--- src/rtl/decoder_pkg.sv ---
// Shared types and helpers for the scanning one-hot decoder family.
package decoder_pkg;

    typedef enum logic [1:0] {
        IDLE = 2'd0,
        HOLD = 2'd1,
        SCAN = 2'd2
    } state_t;

    // Bit-slice form of the one-hot decode: bit idx of onehot(addr).
    function automatic logic onehot_bit(input logic [31:0] addr, input logic [31:0] idx);
        return addr == idx;
    endfunction

    function automatic logic apply_polarity(input logic active, input bit active_low);
        return active ^ active_low;
    endfunction

endpackage

--- src/rtl/decoder_n_to_2n.sv ---
// Generalised combinational AW-to-2^AW decoder with enable.
module decoder_n_to_2n
    import decoder_pkg::*;
#(
    parameter int AW = 4
) (
    input  logic [AW-1:0]      a,
    input  logic               e,
    output logic [(1<<AW)-1:0] y
);

    always_comb begin
        y = '0;
        for (int i = 0; i < (1 << AW); i++) begin
            y[i] = e & onehot_bit(32'(a), 32'(i));
        end
    end

endmodule

--- src/rtl/onehot_scan_decoder.sv ---
// Registered one-hot select decoder with hold, auto-scan and idle modes.
module onehot_scan_decoder
    import decoder_pkg::*;
#(
    parameter int AW         = 4,
    parameter int DW         = 4,
    parameter bit ACTIVE_LOW = 1'b0
) (
    input  logic               clk,
    input  logic               rst,
    input  logic               en,
    input  logic               load_valid,
    input  logic [AW-1:0]      load_addr,
    output logic               load_ready,
    input  logic               scan_start,
    input  logic               scan_stop,
    input  logic [DW-1:0]      dwell,
    output logic [(1<<AW)-1:0] y,
    output logic [AW-1:0]      cur_addr,
    output logic               busy,
    output logic               wrap
);

    localparam int N = 1 << AW;

    state_t          state_q, state_d;
    logic [AW-1:0]   addr_q, addr_d;
    logic [DW-1:0]   dwell_reg_q, dwell_reg_d;
    logic [DW-1:0]   cnt_q, cnt_d;
    logic            wrap_q, wrap_d;
    logic            busy_q, load_ready_q;
    logic [N-1:0]    y_act_q;
    logic [N-1:0]    dec_y;

    always_comb begin
        state_d     = state_q;
        addr_d      = addr_q;
        dwell_reg_d = dwell_reg_q;
        cnt_d       = cnt_q;
        wrap_d      = 1'b0;
        case (state_q)
            SCAN: begin
                if (scan_stop) begin
                    state_d = HOLD;
                end else if (scan_start) begin
                    addr_d      = '0;
                    dwell_reg_d = dwell;
                    cnt_d       = dwell;
                end else if (cnt_q != '0) begin
                    cnt_d = cnt_q - 1'b1;
                end else begin
                    cnt_d  = dwell_reg_q;
                    addr_d = addr_q + 1'b1;
                    wrap_d = (addr_q == {AW{1'b1}});
                end
            end
            IDLE, HOLD: begin
                // A start paired with a stop is cancelled outright, load included.
                if (scan_start && !scan_stop) begin
                    state_d     = SCAN;
                    addr_d      = '0;
                    dwell_reg_d = dwell;
                    cnt_d       = dwell;
                end else if (!scan_start && load_valid) begin
                    state_d = HOLD;
                    addr_d  = load_addr;
                end
            end
            default: begin
                state_d = IDLE;
                addr_d  = '0;
            end
        endcase
    end

    // Decoding the next address lets y line up with cur_addr; en is folded in
    // here so it reaches y exactly one cycle after being sampled.
    decoder_n_to_2n #(.AW(AW)) u_dec (
        .a (addr_d),
        .e (en && (state_d != IDLE)),
        .y (dec_y)
    );

    always_ff @(posedge clk) begin
        if (rst) begin
            state_q      <= IDLE;
            addr_q       <= '0;
            dwell_reg_q  <= '0;
            cnt_q        <= '0;
            wrap_q       <= 1'b0;
            busy_q       <= 1'b0;
            load_ready_q <= 1'b1;
            y_act_q      <= '0;
        end else begin
            state_q      <= state_d;
            addr_q       <= addr_d;
            dwell_reg_q  <= dwell_reg_d;
            cnt_q        <= cnt_d;
            wrap_q       <= wrap_d;
            busy_q       <= (state_d == SCAN);
            load_ready_q <= (state_d != SCAN);
            y_act_q      <= dec_y;
        end
    end

    always_comb begin
        y = '0;
        for (int i = 0; i < N; i++) begin
            y[i] = apply_polarity(y_act_q[i], ACTIVE_LOW);
        end
    end

    assign cur_addr   = addr_q;
    assign busy       = busy_q;
    assign wrap       = wrap_q;
    assign load_ready = load_ready_q;

endmodule
--- config.mk ---
export PLATFORM = sky130hd
export DESIGN_NAME = onehot_scan_decoder
export DESIGN_NICKNAME = d
export VERILOG_FILES = /design/src/rtl/decoder_pkg.sv /design/src/rtl/decoder_n_to_2n.sv /design/src/rtl/onehot_scan_decoder.sv
export SDC_FILE = /design/constraint.sdc
export NUM_CORES = 1
export LEC_CHECK = 0
export BUFFER_PORTS_ARGS = -buffer_cell sky130_fd_sc_hd__buf_4
export CORE_ASPECT_RATIO = 1.2
export CORE_MARGIN = 5
export CORE_UTILIZATION = 40
export CTS_CLUSTER_SIZE = 12
export DETAILED_ROUTE_END_ITERATION = 6
export PLACE_DENSITY = 0.66
export REMOVE_ABC_BUFFERS = 1
export SYNTH_ARGS = -nofsm -noshare
export SYNTH_HDL_FRONTEND = slang
export SYNTH_HIERARCHICAL = 1
export SYNTH_SLANG_ARGS = --single-unit
--- constraint.sdc ---
create_clock -name clk -period 3.3 [get_ports clk]
set_input_delay 0.99 -clock clk [delete_from_list [all_inputs] [get_ports clk]]
set_output_delay 0.99 -clock clk [all_outputs]
set_load 0.05 [all_outputs]
# [After elaboration in Yosys (flattened, before gate mapping)]
# Index checks and enable logic that the tools add are counted.
[totals] register_bits=33 in_bits=14 out_inout_bits=23
[classes] add_sub_neg=2 eq_ne=23 n_mux=18 n_bitwise=17 n_reduce_logical=14
[op_table] cell="2-to-1 mux 4 bit" n=11
[op_table] cell="== test 4 bit (second input constant)" n=9
[op_table] cell="case mux 4 bit (2 select lines)" n=3
[op_table] cell="AND 1 bit" n=16
[op_table] cell="== test 4 x 3 -> 1 bit (second input constant)" n=4
[op_table] cell="== test 4 x 2 -> 1 bit (second input constant)" n=2
[op_table] cell="inequality test 2 bit (second input constant)" n=4
[op_table] cell="2-to-1 mux 2 bit" n=3
[op_table] cell="OR reduction 5 bit" n=1
[op_table] cell="adder 4 x 1 -> 4 bit (second input constant)" n=1
[op_table] cell="== test 2 bit (second input constant)" n=2
[op_table] cell="== test 4 x 1 -> 1 bit (second input constant)" n=1
[op_table] cell="zero test 4 bit" n=1
[op_table] cell="case mux 2 bit (2 select lines)" n=1
[op_table] cell="AND reduction 4 bit" n=1
[op_table] cell="nonzero test 2 bit" n=2
[op_table] cell="nonzero test 4 bit" n=1
[op_table] cell="subtractor 4 x 1 -> 4 bit (second input constant)" n=1
[op_table] cell="logical AND 1 bit" n=3
[op_table] cell="AND reduction 3 bit" n=1
[op_table] cell="== test 2 x 1 -> 1 bit (second input constant)" n=1
[op_table] cell="zero test 1 bit" n=2
[op_table] cell="zero test 2 bit" n=1
[op_table] cell="OR reduction 2 bit" n=1
[op_table] cell="inverter 1 bit" n=1

# [Depth between registers and ports, before layout]
# Gate-level depths: netlist (run 1).
[depth] depth_word=8 depth_mapped=10

# [Modules after synthesis]
# The synthesis (run 1) kept the hierarchy.
[by_module_without_submodules] module="onehot_scan_decoder" instances=1 cells_per_inst=154 area_per_inst_um2=1366.3 seq_area_each_um2=660.6
[by_module_without_submodules] module="decoder_n_to_2n" instances=1 cells_per_inst=23 area_per_inst_um2=117.6 seq_area_each_um2=0.0

# [Worst setup path before layout (run 1)]
# OpenSTA, ideal clock, no wires.
[synth_path] path_type="input to register" startpoint="input scan_stop" endpoint="register y_act_q[0] (netlist: y[0])" setup_ns=0.066 arrival_ns=2.531 setup_slack_ns=0.703 cell_stages=8 cell_sequence="buf_2 > nor4b_2 > nand4_1 > xor2_1 > o22ai_1 > or3b_4 > nor3_2 > nor2b_1"
[synth_between] word_cells_on_any_way=12 classes_between="mux: 6; bitwise: 1; reduce/logical: 5"
[synth_rtl] element="start, declared" line="onehot_scan_decoder.sv:16" rtl="input logic scan_stop,"
[synth_rtl] element="zero test 1 bit" line="onehot_scan_decoder.sv:59" rtl="if (scan_start && !scan_stop) begin"
[synth_rtl] element="logical AND 1 bit" line="onehot_scan_decoder.sv:59"
[synth_rtl] element="2-to-1 mux 4 bit" line="onehot_scan_decoder.sv:59"
[synth_rtl] element="case mux 4 bit (2 select lines) (*)" line="onehot_scan_decoder.sv:41" rtl="case (state_q)"
[synth_rtl] element="net addr_d[3]" line="onehot_scan_decoder.sv:27" rtl="logic [AW-1:0] addr_q, addr_d;"
[synth_rtl] element="zero test 4 bit (*)" line="decoder_pkg.sv:12" rtl="return addr == idx;"
[synth_rtl] element="AND 1 bit (*)" line="decoder_n_to_2n.sv:15" rtl="y[i] = e & onehot_bit(32'(a), 32'(i));"
[synth_rtl] element="net dec_y[0]" line="onehot_scan_decoder.sv:33" rtl="logic [N-1:0] dec_y;"
[synth_rtl] element="end signal, assigned" line="onehot_scan_decoder.sv:102" rtl="y_act_q <= dec_y;"
[synth_rtl] element="end, declared" line="onehot_scan_decoder.sv:32" rtl="logic [N-1:0] y_act_q;"
# Mark *: on every way through the listed nets, which the timed path passes. The rest lies on a longest branch.
# A chain may end at the register's enable or synchronous reset.

# [Final worst setup path (run 1)]
# Same ends and word-level chain as after synthesis.

==> out/qor.txt, run 1 <==
Area of the multi-input gates: 759 um2
Top FF cell, synth: dfxtp_1
DPL Wire Length: 2.42 mm
CTS Buffer Depth: 2
Hold Path Class: flop to flop
Setup Skew: 0.0101 ns
Hold path cells: 2
Post-cts resize count: 0
Starting density of the core: 41.2%
Number of post-CTS setup repair buffers: 0
First-pass GRT wire length: 5.45 mm
Final worst slack: 0.777 ns
R2r setup slk: 0.96 ns
Fmax: 0.396 GHz
EDFF count, synth: 0
Placer Congestion: 0.799
Syn Std Cell Area: 1480 um2
Worst Reg-to-Reg Cells: 9
Max FO, Critical Path: 9
Slowest CP cell: or3b_4
Worst path cell trace: buf_4, nor4b_2, nand4_1, xor2_1, o22ai_1, or3b_4, nor3_2, nor2b_1
Worst rel slew slack: 63.3%
Via/cell ratio: 5.08
Total power: 834 uW
Number of distinct library cells after synthesis: 36
I/O Buffers: 36
WL final: 3.18 mm
DRC: 0
Slew Limit Fails: 0
CP max stage delay: 0.44 ns
Final ANT Viol Nets: 0
Setup TNS: 0 ns
Avg WL per Cell: 12.6 um
Largest net degree at the start of global routing: 27
VDD IR max: 267 uV
Seq/Total Area, Yosys: 44.5%
WHS Endpoint: dwell_reg_q[1]
Avg Synthesized Cell Area: 8.38 um2
RR Endpoint: y[0]
FP Rows: 24
Pleak: 0.000772 uW
Setup-failing EPs final: 0
Buf/Inv on CP: 1
R2R Path Start: cnt_q[0]
First-pass iteration count of the detailed router: 4
Tcrit/Tclk final: 76.5%
CTS tree: done
Sink Count: 33
IO Count: 37
Die area: 5030 um2
Final Hold Fails: 0
Gr ovfl total: 0
Pwr/cell area: 450 nW/um2
Ys async rst share: 0%
Synth Instances: 177
Worst Setup Start Kind: primary input
Antenna diode count: 0
Run status: complete, no violations
Core area: 3600 um2
Clk slew on worst S/H paths: 0.07 ns
Die W: 65.6 um
Worst Tran Pin Value: 0.550 ns
Register area: 661 um2
HP Start: dwell_reg_q[1]
Fillers: 349
Later-pin clock latency in the skew report: 0.28 ns
Data arrival, critical path: 2.73 ns
# hold bufs at CTS: 0
Crit. End Element: flop
RSZ-0062 raised after global routing: no
Max H-tree Level: 2
Worst EP required: 3.51 ns
Clock Tree Root: clkbuf_8
Via count of the first global-routing pass: 1184
Initial antenna violation count: 0
Tmin final: 2.52 ns
Synthesis Warnings: 6
Max_cap viols: 0
Gr usage total: 13.7%
TritonCTS Buffers: 5
Post-place setup slack: 0.489 ns
Die Ht: 76.7 um
Fraction of layout cells with a size suffix above 1: 22.4%
Crit path kind: primary input to flop
DR vias: 1286
Nets@finish: 229
1st-iter DRT viols: 50
CP delay by family, top: simple AND/OR/NAND/NOR gates
Number of synthesized register bits: 33
Layout area overhead: 25.0%
==> placed cells by master (no fill, tap or decap), types with 3 or more instances in the layout <==
master	Yosys	final
nand3_1	8	8
o21ai_0	3	3
inv_1	9	9
nand2_1	16	16
buf_4	0	36
o22ai_1	7	7
nor2b_1	18	18
nor2_1	20	20
nand2b_1	7	7
nor3_1	4	4
dfxtp_1	33	33
clkbuf_8	0	5
mux2i_1	3	3
nand3b_1	3	3
a21oi_1	9	9
a31oi_1	5	5
==> power by group <==
| group | leakage, uW | total (uW) | switching [uW] | internal, uW |
|---|---|---|---|---|
| Combinational | 0.000458 | 127 | 77.8 | 49.2 |
| Sequential | 0.000268 | 425 | 13.7 | 411 |
| Clock | 0.0000450 | 283 | 137 | 146 |
| Total | 0.000772 | 834 | 228 | 606 |
==> synthesized netlist by cell type, types with 3 or more instances <==
cell / count / area [um2]
dfxtp_1: 33 / 661
a21oi_1: 9 / 45.0
o21ai_0: 3 / 15.0
o22ai_1: 7 / 43.8
inv_1: 9 / 33.8
clkbuf_1: 4 / 15.0
nor3_1: 4 / 20.0
nand3_1: 8 / 40.0
buf_2: 3 / 15.0
nor2_1: 20 / 75.1
a31oi_1: 5 / 31.3
nand3b_1: 3 / 22.5
nor2b_1: 18 / 113
mux2i_1: 3 / 30.0
nand2b_1: 7 / 43.8
nand2_1: 16 / 60.1
==> registers in the layout, indices dropped and copies added (netlist names) <==
signal and cells:
cur_addr 4, busy 1, state_q 2, wrap 1, y 16, load_ready 1, cnt_q 4, dwell_reg_q 4
==> logic make-up after synthesis <==
kind of cell	share of synthesized area, %
flip-flops	44.5
buffers and inverters	4.30
multiplexers	2.02
AO/OA/AOI/OAI	14.1
adder cells (fa/ha/maj)	1.69
XOR/XNOR	1.77
AND/OR/NAND/NOR	31.6
==> through the flow <==
step | area (um2) | utilization [%] | hold slack, ns | instances
floorplan | 1450 | - | 0.426 | 170
detailed placement | 1770 | 49.2 | 0.447 | 245
global route | 1860 | 51.5 | 0.487 | 253
global placement | 1770 | 49.2 | 0.445 | 245
finish | 1860 | 51.5 | 0.458 | 253
CTS | 1860 | 51.5 | 0.457 | 253
==> final cells by class <==
| cell class | instances | area share, % |
|---|---|---|
| clock inverter | 2 | 0.539 |
| clock buffer | 6 | 3.91 |
| sequential | 33 | 35.6 |
| timing repair buffer | 36 | 14.6 |
| inverter | 9 | 1.82 |
| multi-input combinational | 128 | 40.9 |
| tap | 39 | 2.63 |
==> metal layers <==
| layer | track usage [%] | up-vias | part of all wire, % |
|---|---|---|---|
| li1 | - | 684 | - |
| met1 | 16.9 | 554 | 46 |
| met2 | 22.3 | 44 | 46 |
| met3 | 3.80 | 4 | 6.4 |
| met4 | 5.19 | 0 | 1.0 |
| met5 | 0 | - | 0 |
==> tightest hold or removal path: cells and delay by family, from the launching register on <==
| kind | cells | cell delay (ns) |
|---|---|---|
| simple gates | 1 | 0.05 |
| compound gates | 1 | 0.05 |
| flops | 1 | 0.31 |
==> how the worst max path moves through the flow <==
stage                     startpoint     to  slack (ns)  cells past startpoint
after CTS                  scan_stop   y[0]        0.78                      8
after detailed placement   scan_stop   y[0]        0.49                      8
final                      scan_stop   y[0]        0.78                      8
after global placement     scan_stop   y[0]        0.50                      8
after floorplan            scan_stop   y[0]        0.86                      7
after global routing      scan_start  y[13]        0.61                      8
Power figures use the tool's default switching activity.
==> run 2: changes to the inputs <==
==> constraint.sdc (replaced) <==
create_clock -name clk -period 2.55 [get_ports clk]
set_input_delay 0.765 -clock clk [delete_from_list [all_inputs] [get_ports clk]]
set_output_delay 0.765 -clock clk [all_outputs]
set_load 0.05 [all_outputs]
==> out/qor.txt, run 2 (synthesis gave the netlist of run 1 again) <==
Run status: complete, no violations
Critical path destination: y[13]
CTS Buffer Depth: 2 (unchanged)
Largest net degree at the start of global routing: 27 (unchanged)
DRC: 0 (unchanged)
DPL Wire Length: 2.48 mm (+2.7%)
Tcrit/Tclk final: 87.0%
Final ANT Viol Nets: 0 (unchanged)
RR Endpoint: y[13]
CTS tree: done
Cell-internal power: 844 uW (+39%)
R2r setup slk: 0.33 ns (-0.63 ns)
Post-cts resize count: 0 (unchanged)
Met2 Use GR: 23.9% (+1.6 points)
GR Util met3: 4.53% (+0.73 points)
Max_cap viols: 0 (unchanged)
Busiest grt layer: met2
Nets@finish: 233 (+1.7%)
Initial antenna violation count: 0 (unchanged)
# hold bufs at CTS: 0 (unchanged)
Sequential Power Share: 47.9% (-3.0 points)
Fmax: 0.451 GHz
WL final: 3.33 mm (+4.8%)
Pleak: 0.000801 uW (+3.9%)
Layout area overhead: 28.3%
DR vias: 1329 (+3.3%)
First-pass GRT wire length: 5.55 mm (+1.9%)
Most common cell after layout, fill and taps aside: buf_4
Clock Tree Root: clkbuf_8
Via count of the first global-routing pass: 1260 (+6.4%)
Number of post-CTS setup repair buffers: 0 (unchanged)
Die W: 65.6 um (unchanged)
First-pass iteration count of the detailed router: 4 (unchanged)
Fillers: 356 (+2.0%)
Hold path cells: 2 (unchanged)
R2R Path Start: cnt_q[0]
Clock share of power: 37.2% (+3.3 points)
Data arrival, critical path: 2.39 ns (-0.34 ns)
Switching Fraction: 26.3% (-1.0 points)
Sink Count: 33 (unchanged)
Avg WL per Cell: 13.0 um (+3.1%)
Crit. End Element: flop
Via/cell ratio: 5.17 (+1.7%)
Setup TNS: 0 ns (unchanged)
Pwr/cell area: 602 nW/um2 (+34%)
Placer Congestion: 0.826 (+3.5%)
GR Util met1: 15.4% (-1.5 points)
Final Hold Fails: 0 (unchanged)
Worst Setup Start Kind: flop
Core area: 3600 um2 (unchanged)
IO Count: 37 (unchanged)
Setup Skew: 0.00492 ns (-0.00518 ns)
Later-pin clock latency in the skew report: 0.28 ns (about the same)
Tmin final: 2.22 ns
Crit path kind: flop to flop
Die area: 5030 um2 (unchanged)
Max FO, Critical Path: 7 (-2)
Gr ovfl total: 0 (unchanged)
Antenna diode count: 0 (unchanged)
I/O Buffers: 36 (unchanged)
Setup-failing EPs final: 0 (unchanged)
Worst rel slew slack: 66.3% (+2.9 points)
1st-iter DRT viols: 36 (-28%)
TritonCTS Buffers: 5 (unchanged)
Psw: 302 uW (+32%)
Clk slew on worst S/H paths: 0.07 ns (about the same)
Hold Path Class: flop to flop
Max reg flops: 16 (unchanged)
CP startpoint: cnt_q[0]
Worst Reg-to-Reg Cells: 8 (-1)
VDD IR max: 409 uV (+53%)
Gr usage total: 14.0% (+0.33 points)
Max H-tree Level: 2 (unchanged)
Most frequent cells in the layout: buf_4 (40), dfxtp_1 (33), nor2_1 (20)
Worst EP required: 2.72 ns (-0.79 ns)
FP Rows: 24 (unchanged)
Starting density of the core: 41.2% (unchanged)
Worst Tran Pin Value: 0.504 ns (-0.0462 ns)
Post-layout util: 52.8% (+1.4 points)
RSZ-0062 raised after global routing: no
Slew Limit Fails: 0 (unchanged)
Die Ht: 76.7 um (unchanged)
Fraction of layout cells with a size suffix above 1: 24.3% (+1.9 points)
Logic pwr share: 14.9% (-0.3 points)
run 2: cell types whose count changed in the layout (fill, tap and decap cells not counted):
| cell | previous run | this run |
|---|---|---|
| clkinv_2 | 2 | 1 |
| clkbuf_8 | 5 | 7 |
| clkbuf_1 | 1 | 0 |
| buf_4 | 36 | 40 |
run 2: final cells by class:
type	instances	area [um2]	area share, %
timing repair buffer	40	300	15.8
clock buffer	7	96.3	5.06
tap	39	48.8	2.56
multi-input combinational	128	759	39.9
inverter	9	33.8	1.77
clock inverter	1	5.00	0.263
sequential	33	661	34.7
run 2: per-stage QoR:
step / power (uW) / std cells / area [um2] / worst slack [ns] / hold WS, ns
after floorplan: 664 / 170 / 1450 / 0.334 / 0.426
after detailed placement: 731 / 249 / 1800 / 0.0734 / 0.452
after global placement: 730 / 249 / 1800 / 0.115 / 0.444
final: 1150 / 257 / 1900 / 0.330 / 0.462
after global routing: 1200 / 257 / 1900 / 0.120 / 0.489
after CTS: 1160 / 257 / 1900 / 0.332 / 0.461
run 2: worst max-delay path: stages (launching register included):
cell	delay, ns
dfxtp_1	0.34
inv_1	0.07
ha_1	0.24
or3b_1	0.48
a211o_1	0.35
nand3_1	0.20
nand2b_1	0.23
nor2_1	0.07
nor2b_1	0.12
run 2: worst min path at each step:
stage                              start             end  slack (ns)
after floorplan           dwell_reg_q[0]  dwell_reg_q[0]        0.43
after global placement    dwell_reg_q[0]  dwell_reg_q[0]        0.44
after detailed placement  dwell_reg_q[1]  dwell_reg_q[1]        0.45
after CTS                 dwell_reg_q[1]  dwell_reg_q[1]        0.46
after global routing      dwell_reg_q[1]  dwell_reg_q[1]        0.49
final                     dwell_reg_q[1]  dwell_reg_q[1]        0.46
run 2: metal layers:
metal | vias to the layer above | part of all wire (%) | wire length (um)
met5 | - | 0 | 0
met4 | 0 | 2.2 | 72
met3 | 8 | 5.7 | 189
met2 | 40 | 48 | 1620
met1 | 594 | 44 | 1450
li1 | 687 | - | -
run 2: power by group through the flow:
| stage | Clock (uW) | Sequential (uW) | Combinational (uW) |
|---|---|---|---|
| 6_report | 426 | 549 | 171 |
| 3_3_place_gp | 0 | 561 | 169 |
| 5_1_grt | 464 | 552 | 188 |
| 2_1_floorplan | 0 | 580 | 84.6 |
| 3_5_place_dp | 0 | 561 | 170 |
| 4_1_cts | 438 | 549 | 171 |
